File: src/rtl/shift_pkg.sv
// Shared defaults and command type for the shift command buffer.
// The command is the {din, shift} pair later applied to a right barrel shifter.
package shift_pkg;

    localparam int DEF_WIDTH      = 32;
    localparam int DEF_SHIFTWIDTH = 5;
    localparam int DEF_DEPTH      = 4;

    // One buffered command at default widths: operand plus right-shift amount.
    typedef struct packed {
        logic [DEF_WIDTH-1:0]      din;
        logic [DEF_SHIFTWIDTH-1:0] shift;
    } shift_cmd_t;

endpackage

File: src/rtl/shift_cmd_buffer.sv
// shift_cmd_buffer: in-order FIFO of {din, shift} commands feeding a right
// barrel shifter. Storage is a plain register array without reset.
// Optional feature: define SHIFT_CMD_BUFFER_BYPASS_EN to let a command reach
// the outputs in the same cycle when the buffer is empty.
//
// Handshake: a transfer happens on a rising edge where valid && ready are both
// high. valid never depends on ready on the same side; out_din/out_shift hold
// stable while out_valid && !out_ready. in_ready depends only on stored state,
// so a full buffer refuses a push even when a pop happens in the same cycle.
module shift_cmd_buffer
    import shift_pkg::*;
#(
    parameter int WIDTH      = DEF_WIDTH,
    parameter int SHIFTWIDTH = DEF_SHIFTWIDTH,
    parameter int DEPTH      = DEF_DEPTH
) (
    input  logic                     clk,
    input  logic                     rst,
    input  logic                     flush,
    input  logic                     in_valid,
    output logic                     in_ready,
    input  logic [WIDTH-1:0]         in_din,
    input  logic [SHIFTWIDTH-1:0]    in_shift,
    output logic                     out_valid,
    input  logic                     out_ready,
    output logic [WIDTH-1:0]         out_din,
    output logic [SHIFTWIDTH-1:0]    out_shift,
    output logic [$clog2(DEPTH):0]   count
);

    localparam int AW = $clog2(DEPTH);
    localparam int CW = AW + 1;
    localparam int EW = WIDTH + SHIFTWIDTH;
    localparam logic [CW-1:0] FULL_CNT = CW'(DEPTH);

    logic [EW-1:0]  mem [DEPTH];
    logic [AW-1:0]  wr_ptr;
    logic [AW-1:0]  rd_ptr;
    logic [CW-1:0]  cnt;
    logic           ready_en;
    logic           stored_valid;
    logic           push;
    logic           bypass_take;
    logic           push_store;
    logic           pop_mem;

    assign stored_valid = (cnt != '0);
    // ready_en keeps in_ready low while rst is held and until the first edge after release.
    assign in_ready     = ready_en && (cnt != FULL_CNT);
    assign push         = in_valid && in_ready;
    assign count        = cnt;

`ifdef SHIFT_CMD_BUFFER_BYPASS_EN
    logic bypass_hit;
    assign bypass_hit  = ready_en && !flush && in_valid && !stored_valid;
    // A bypassed command that is consumed immediately never enters storage.
    assign bypass_take = bypass_hit && out_ready;
`else
    assign bypass_take = 1'b0;
`endif

    // Flush overrides both sides; pointers wrap naturally since DEPTH is a power of two.
    assign push_store = push && !flush && !bypass_take;
    assign pop_mem    = stored_valid && out_ready && !flush;

    // Head presentation: stored head first, optional bypass when empty, zero otherwise.
    always_comb begin
        out_valid = stored_valid;
        out_din   = '0;
        out_shift = '0;
        if (stored_valid) begin
            {out_din, out_shift} = mem[rd_ptr];
        end
`ifdef SHIFT_CMD_BUFFER_BYPASS_EN
        else if (bypass_hit) begin
            out_valid = 1'b1;
            out_din   = in_din;
            out_shift = in_shift;
        end
`endif
    end

    // Enable accepting commands from the first edge after reset release.
    always_ff @(posedge clk or posedge rst) begin
        if (rst) begin
            ready_en <= 1'b0;
        end else begin
            ready_en <= 1'b1;
        end
    end

    // Pointer and occupancy bookkeeping; flush returns to the empty state.
    always_ff @(posedge clk or posedge rst) begin
        if (rst) begin
            wr_ptr <= '0;
            rd_ptr <= '0;
            cnt    <= '0;
        end else if (flush) begin
            wr_ptr <= '0;
            rd_ptr <= '0;
            cnt    <= '0;
        end else begin
            if (push_store) begin
                wr_ptr <= wr_ptr + 1'b1;
            end
            if (pop_mem) begin
                rd_ptr <= rd_ptr + 1'b1;
            end
            case ({push_store, pop_mem})
                2'b10:   cnt <= cnt + 1'b1;
                2'b01:   cnt <= cnt - 1'b1;
                default: cnt <= cnt;
            endcase
        end
    end

    // Command storage; contents are don't-care until written.
    always_ff @(posedge clk) begin
        if (push_store) begin
            mem[wr_ptr] <= {in_din, in_shift};
        end
    end

endmodule

File: config.mk
export PLATFORM = sky130hd
export DESIGN_NAME = shift_cmd_buffer
export DESIGN_NICKNAME = d
export VERILOG_FILES = /design/src/rtl/shift_pkg.sv /design/src/rtl/shift_cmd_buffer.sv
export SDC_FILE = /design/constraint.sdc
export NUM_CORES = 1
export LEC_CHECK = 0
export CAP_MARGIN = 20
export CORE_MARGIN = 1
export CORE_UTILIZATION = 35
export CTS_CLUSTER_SIZE = 28
export DETAILED_ROUTE_END_ITERATION = 8
export SLEW_MARGIN = 20
export SYNTH_ARGS = -nofsm -noshare
export SYNTH_HDL_FRONTEND = slang
export SYNTH_SLANG_ARGS = --single-unit
File: constraint.sdc
create_clock -name clk -period 4 [get_ports clk]
set_input_delay 0.6 -clock clk [delete_from_list [all_inputs] [get_ports clk]]
set_output_delay 0.6 -clock clk [all_outputs]
set_load 0.005 [all_outputs]
## Word level (Yosys, flattened, before mapping)

Memory sizes are Yosys's and may differ from the RTL's.
Cells that the tools add are included.

- Flip-flop bits (word level): 8
- RAM bits: 148
- Bits of input ports: 42
- Memories kept: 1
- Word-level logic and storage cells: 32

Memory list:

| memory | words | bits a word | read ports | clocked after memory_dff | write ports | RTL line | RTL |
|---|---|---|---|---|---|---|---|
| mem | 4 | 37 | 1 | 0 | 1 | shift_cmd_buffer.sv:36 | `logic [EW-1:0] mem [DEPTH];` |

- Reduce and logical (&&, ||, !) cells: 10
- Equal/unequal tests: 3
- Add/sub/neg operators: 4
- Mux-type cells: 10

Operator list:

| operator | number |
|---|---|
| 32-bit 2-to-1 mux | 1 |
| 2-bit 2-to-1 mux | 4 |
| 3-bit case mux with 2 select lines | 1 |
| 3-bit nonzero test | 2 |
| 1-bit logical AND | 5 |
| 5-bit 2-to-1 mux | 1 |
| 2-bit by 1-bit adder with 2-bit output, second input constant | 2 |
| 2-bit nonzero test | 2 |
| 3-bit by 1-bit adder with 3-bit output, second input constant | 1 |
| 3-bit 2-to-1 mux | 1 |
| 3-bit inequality test, second input constant | 1 |
| 3-bit by 1-bit subtractor with 3-bit output, second input constant | 1 |
| 2-bit by 1-bit == test with 1-bit output, second input constant | 1 |
| 2-bit == test, second input constant | 1 |
| 1-bit 2-to-1 mux | 2 |
| 1-bit logical NOT | 1 |

## Longest topological paths before layout

Gate-level depths: netlist of the first run.

- Depth after elaboration: 7
- Gate-level depth with buffers: 8
- Depth with buffers taken out: 7

## Worst setup path before layout of the first run

OpenSTA, ideal clock, no wires.

- Path type: register -> register
- Start point: register cnt[2] (netlist: count[2])
- End point: memory mem[0][0] (netlist name), enable pin
- Arrival: 1.939 ns
- Library setup time: 0.398 ns
- Setup slack: 1.664 ns
- Clock period less this slack: 2.336 ns
- Cell stages (with the launch flop): 5
- Cells stage by stage: dfrtp_1 > buf_2 > nor3b_2 > and4bb_2 > and2_1

- Word-level cells in the longest chain between the ends: 6

Ends and longest elaborated chain:

| element | RTL line | RTL |
|---|---|---|
| start, declared | shift_cmd_buffer.sv:39 | `logic [CW-1:0] cnt;` |
| start signal, assigned | shift_cmd_buffer.sv:110 | `2'b10: cnt <= cnt + 1'b1;` |
| start signal, assigned | shift_cmd_buffer.sv:111 | `2'b01: cnt <= cnt - 1'b1;` |
| start signal, assigned | shift_cmd_buffer.sv:112 | `default: cnt <= cnt;` |
| 3-bit inequality test | shift_cmd_buffer.sv:49 | `assign in_ready = ready_en && (cnt != FULL_CNT);` |
| 1-bit logical AND | shift_cmd_buffer.sv:49 |  |
| 1-bit logical AND | shift_cmd_buffer.sv:50 | `assign push = in_valid && in_ready;` |
| 1-bit logical AND | shift_cmd_buffer.sv:63 | `assign push_store = push && !flush && !bypass_take;` |
| 1-bit 2-to-1 mux | shift_cmd_buffer.sv:119 | `if (push_store) begin` |
| 1-bit 2-to-1 mux (implied by the code) | shift_cmd_buffer.sv:120 | `mem[wr_ptr] <= {in_din, in_shift};` |
| end, declared | shift_cmd_buffer.sv:36 |  |

Every way passes these cells.

## Final worst setup path of the first run

- Start point: register rd_ptr[0]
- End point: output out_din[6]

- Word-level cells in the longest chain between the ends: 2

Ends and longest elaborated chain:

| element | RTL line | RTL |
|---|---|---|
| start, declared | shift_cmd_buffer.sv:38 | `logic [AW-1:0] rd_ptr;` |
| start signal, assigned | shift_cmd_buffer.sv:107 | `rd_ptr <= rd_ptr + 1'b1;` |
| memory read 4 x 37 bit | - |  |
| 32-bit 2-to-1 mux | shift_cmd_buffer.sv:71 | `if (stored_valid) begin` |
| end, declared | shift_cmd_buffer.sv:26 | `output logic [WIDTH-1:0] out_din,` |

Every way passes these cells.

==> results of run 1 <==
## worst max-delay path: stages (launching register included)
cell	delay (ns)
dfrtp_4	0.96
mux4_2	0.62
nor2b_1	0.15
clkdlybuf4s50_1	0.46
## kinds of logic (layout without fill, tap and decap cells)
group	count (synthesis)	in the layout	share of synthesized area (%)
adders and majority gates	5	5	1.128
AOI/OAI and AO/OA	18	18	2.034
other	1	1	0.06037
DFF	156	156	74.76
buffers and inverters	21	125	1.833
muxes	39	39	13.74
and+or+nand+nor	61	61	6.163
xor gates and xnor gates	2	2	0.2820
## area by class of cell
| cell class | instances | area (um^2) | area share, % |
|---|---|---|---|
| Multi-Input combinational cell | 126 | 1464 | 18.51 |
| Sequential cell | 156 | 4649 | 58.80 |
| Inverter | 4 | 15.01 | 0.1899 |
| Timing Repair Buffer | 90 | 933.4 | 11.80 |
| Tap cell | 225 | 281.5 | 3.560 |
| Clock inverter | 10 | 123.9 | 1.566 |
| Clock buffer | 21 | 440.4 | 5.570 |
## flip-flops by register name, indices dropped and copies added, names as in the netlist
signal / count
mem: 148
count: 3
rd_ptr: 2
wr_ptr: 2
ready_en: 1
## report_power, final
part	switching (mW)	leakage, nW	internal [mW]	total [mW]
Combinational	0.116	0.800	0.200	0.316
Sequential	0.0402	1.44	1.81	1.85
Clock	0.569	0.273	0.967	1.54
## per-layer routing
layer	vias up	part of all wire (%)	wire length, um
met5	-	0	0
met4	0	1.6	184
met3	15	4.9	555
met2	78	50	5678
met1	1579	44	5015
li1	1396	-	-
## through the flow
step	hold WS, ns	util, %	total power [mW]
global placement	0.5822	42.46	2.210
global route	0.5104	45.72	3.834
floorplan	0.4157	-	2.033
finish	0.4528	45.72	3.705
detailed placement	0.6242	42.46	2.213
CTS	0.4487	45.72	3.748
## synthesized netlist by cell type (2+ instances only)
library cell / instances
o21a_1: 2
dfrtp_1: 8
edfxtp_1: 148
a31oi_1: 2
nor2_1: 4
o21ai_0: 3
nand2b_1: 4
nor2b_1: 39
ha_1: 4
buf_6: 2
and2_1: 5
mux4_2: 37
xor2_1: 2
mux2i_1: 2
buf_2: 9
buf_4: 2
inv_1: 4
a21oi_1: 2
clkbuf_1: 3
nor3_1: 2
## worst max-delay path by stage
stage,endpoint,slack [ns],cells past startpoint
floorplan,mem[0][0],1.66,4
global placement,out_din[1],1.13,3
detailed placement,out_din[1],1.14,3
CTS,out_din[1],0.68,3
global route,out_din[30],0.58,3
finish,out_din[6],0.79,3
==> metrics, run 1 <==
status=complete, no violations; final hold vios=0; Placed Area=0.007343 mm^2; Yosys reg bits=156; M1 GR Usage=17.98%; Setup CP Type=reg2out; number of flops mapped to enable cells by yosys=148; pin count of the biggest net entering global routing=39; Post-Place Cells=601; Slew headroom=46.29%; Critical Path Start Type=flop; initial antenna violation count=1; Fin Setup TNS=0 ns; most used cells in the layout excluding fill and tap cells=edfxtp_1, clkdlybuf4s50_1, nor2b_1; Worst-Skew Late Latency=0.41 ns; area grow syn2layout=27.29%; Reg-to-Reg End=mem[2][17]; non-filler cells, final=632; GRT met2 Usage=21.88%; Synth cell types=39; drt pass-1 iters=4; final setup margin=0.7875 ns; Initial Util=35.92%; Residual DRC=0; total grt overflow=0; Mean Syn Cell Area=20.50 um^2; post-detail-place hpwl=6897 um; RD Place Congestion=0.7497; CTS Sinks=156; Worst VDD drop=237.5 uV; All-Layer GR Usage=13.73%; CP startpoint=rd_ptr[0]; HP Class=in2async; layout cell share with drive strength beyond 1=19.16%; Synth area leaders=edfxtp_1, mux4_2, nor2b_1; drt total wl=11430 um; Antenna diodes=0; reg-to-reg slack, setup=1.78 ns; worst-path maximum fanout=38; post-layout min period=3.212 ns; fin nets=442; hold_buf cts=0; CTS tree=built; critical path endpoint category=output port; post-cts repair resize count=0; commonest non-fill, non-tap cell in the layout=edfxtp_1; Post-Syn Nets=350; Final Max Slew Viols=0; Required @ worst endpoint=3.40 ns; Synth warnings=0; Detailed Route Iter0 Violations=161; vias in the first global route=3257; Antenna Nets Post-Route=0; maxcap violations=0; CTS root buf=clkbuf_16; TritonCTS buffer count=17; Main synth FF type=edfxtp_1; launching point of the worst reg2reg path=count[2]; Mapped Cells=303; per-cell routed wire length=18.09 um; DP Worst Slack=1.142 ns; GRT busiest layer=met2; Leak Pwr=2.514 nW; unrepaired setup endpoints after global routing=no; PortBufs=83; post-synth top area cell=edfxtp_1; die width=135.2 um; Fillers=1472; Worst Path Arrival=2.61 ns; pwr dens=468.5 mW/mm^2; Row Count=48; Vias=3068; clk_skew=0.008100 ns; CTS clock-pin slew for the worst setup and hold paths=0.06 ns; Post-synth ARST share=5.128%; Worst R2R Path Depth=4; routing usage on met3=3.404%; core box area=0.01730 mm^2; total number of H-tree levels=4; setup repair bufs after CTS=0; Worst-Margin Slew=0.8057 ns; Clock Path Buffers=2; first-pass GRT wire length=18050 um; Vert. Die Dim=135.2 um; Setup violations, final=0; post-synth top area share=71.54%; sequential area share after synthesis=74.76%; maximum clock rate=0.3113 GHz; crit share post-route=80.31%; Cell Area, Synth=0.006212 mm^2; final instance area=0.007908 mm^2; IO Count=84; full die area=0.01829 mm^2; Vias/cell=4.854
Note: power is estimated with default switching activity, not from simulation.
==> inputs of run 2 (changes only) <==
==> constraint.sdc (replaced) <==
create_clock -name clk -period 3 [get_ports clk]
set_input_delay 0.45 -clock clk [delete_from_list [all_inputs] [get_ports clk]]
set_output_delay 0.45 -clock clk [all_outputs]
set_load 0.005 [all_outputs]
==> run 2 against run 1 <==
Critical path depth is 1 higher. Clock skew up 0.0055 ns. Final cell count increased by 0.79%. Power grew 44%. Critical endpoint unchanged.
==> metrics, run 2 (synthesized netlist as in run 1, its figures left out) <==
Pint=4.331 mW (+45%); Multi-input gate area=0.001464 mm^2 (unchanged); drt pass-1 iters=4 (unchanged); CTS Sinks=156 (unchanged); per-cell routed wire length=18.31 um (+1.2%); maxcap violations=0 (unchanged); CP startpoint=rd_ptr[0]; CTS root buf=clkbuf_16; Required @ worst endpoint=2.55 ns (-0.85 ns); full die area=0.01829 mm^2 (unchanged); layout cell share with drive strength beyond 1=21.12% (+2.0 points); Worst Path Arrival=2.37 ns (-0.24 ns); status=complete, no violations; core box area=0.01730 mm^2 (unchanged); vias in the first global route=3298 (+1.3%); RD Place Congestion=0.7423 (-0.99%); IO Count=84 (unchanged); Worst VDD drop=363.7 uV (+53%); Setup CP Type=reg2out; crit share post-route=93.96%; die width=135.2 um (unchanged); total grt overflow=0 (unchanged); TritonCTS buffer count=17 (unchanged); area grow syn2layout=29.99%; first-pass GRT wire length=17930 um (-0.65%); Leak Pwr=2.596 nW (+3.2%); Row Count=48 (unchanged); setup repair bufs after CTS=0 (unchanged); clk_skew=0.01356 ns (+0.005456 ns); Fillers=1467 (-0.34%); initial antenna violation count=0 (-1); Clock power frac=45.5% (+4.1 points); final hold vios=0 (unchanged); post-detail-place hpwl=7254 um (+5.2%); Residual DRC=0 (unchanged); fin nets=446 (+0.90%); post-layout min period=2.819 ns; PortBufs=83 (unchanged); Biggest register=mem; Reg area=0.004649 mm^2 (unchanged); All-Layer GR Usage=13.77% (+0.040 points); P_sw=1.013 mW (+40%); Critical Path Start Type=flop; commonest non-fill, non-tap cell in the layout=edfxtp_1; drt total wl=11660 um (+2.0%); pin count of the biggest net entering global routing=39 (unchanged); Antenna Nets Post-Route=0 (unchanged); CTS tree=built; Vias=3137 (+2.2%); Clock Path Buffers=2 (unchanged); Flop pwr share=45.7% (-4.3 points); unrepaired setup endpoints after global routing=no; non-filler cells, final=637 (+0.79%); Vias/cell=4.925 (+1.4%); post-cts repair resize count=0 (unchanged); Worst-Skew Late Latency=0.42 ns (about the same); hold_buf cts=0 (unchanged); Vert. Die Dim=135.2 um (unchanged); Final Max Slew Viols=0 (unchanged); Setup violations, final=0 (unchanged); Sw Share=18.96% (-0.59 points); worst-path maximum fanout=23 (-39%); Detailed Route Iter0 Violations=135 (-16%); HP Class=in2async; Antenna diodes=0 (unchanged); total number of H-tree levels=4 (unchanged); Largest register FFs=148 (unchanged); Initial Util=35.92% (unchanged); Fin Setup TNS=0 ns (unchanged); Post-Place Cells=605 (+0.67%); CTS clock-pin slew for the worst setup and hold paths=0.06 ns (about the same); launching point of the worst reg2reg path=count[0]; pwr dens=661.8 mW/mm^2 (+41%); critical path endpoint category=output port; most used cells in the layout excluding fill and tap cells=edfxtp_1, clkdlybuf4s50_1, nor2b_1; maximum clock rate=0.3547 GHz; Combinational Power Share=8.8% (+0.3 points)
## run 2: power by group through the flow
stage	registers, mW	clock network [mW]	logic [mW]
after global placement	2.49	0	0.475
after floorplan	2.47	0	0.239
final	2.44	2.43	0.470
after detailed placement	2.49	0	0.480
after global routing	2.45	2.56	0.510
after CTS	2.44	2.47	0.482
## run 2: final cells by class
type	count	share of cell area, %
clock inverter	14	3.068
tap	225	3.486
inverter	4	0.1859
timing repair buffer	94	12.24
clock buffer	18	5.315
multi-input combinational	126	18.13
sequential	156	57.58
## run 2: critical path, cell delays in order, from the launching register on
cell and delay, ns:
dfrtp_4 0.52, buf_12 0.25, mux4_2 0.55, nor2b_1 0.17
clkdlybuf4s50_1 0.45
## run 2: metrics by stage
step / utilization [%] / worst slack [ns] / hold WS, ns / power [mW] / instance area, um^2
after detailed placement: 42.77 / 0.5120 / 0.5995 / 2.970 / 7398
after CTS: 46.69 / 0.1297 / 0.2934 / 5.401 / 8075
after global routing: 46.69 / 0.06609 / 0.3168 / 5.518 / 8075
after global placement: 42.77 / 0.5580 / 0.5885 / 2.963 / 7398
after floorplan: - / 0.6636 / 0.2657 / 2.711 / 6212
final: 46.69 / 0.1811 / 0.2962 / 5.344 / 8075
## run 2: layer usage
metal	share of wire [%]	wire length [um]	global-route usage (%)
met5	0	0	0
met3	5.0	585	4.826
met4	1.0	121	4.682
met1	45	5228	17.33
met2	49	5728	22.11
## run 2: path summary, 6_finish.rpt
path                       cells after the start    endpoint  slack [ns]
setup / recovery                               4  out_din[6]        0.18
hold / removal                                 2    count[0]        0.30
setup reg to reg                               4  mem[3][14]        0.76
hold reg to reg                                2   wr_ptr[0]        0.62
max in group asynchronous                      2   rd_ptr[0]        2.41
min in group clk                               2   wr_ptr[0]        0.62
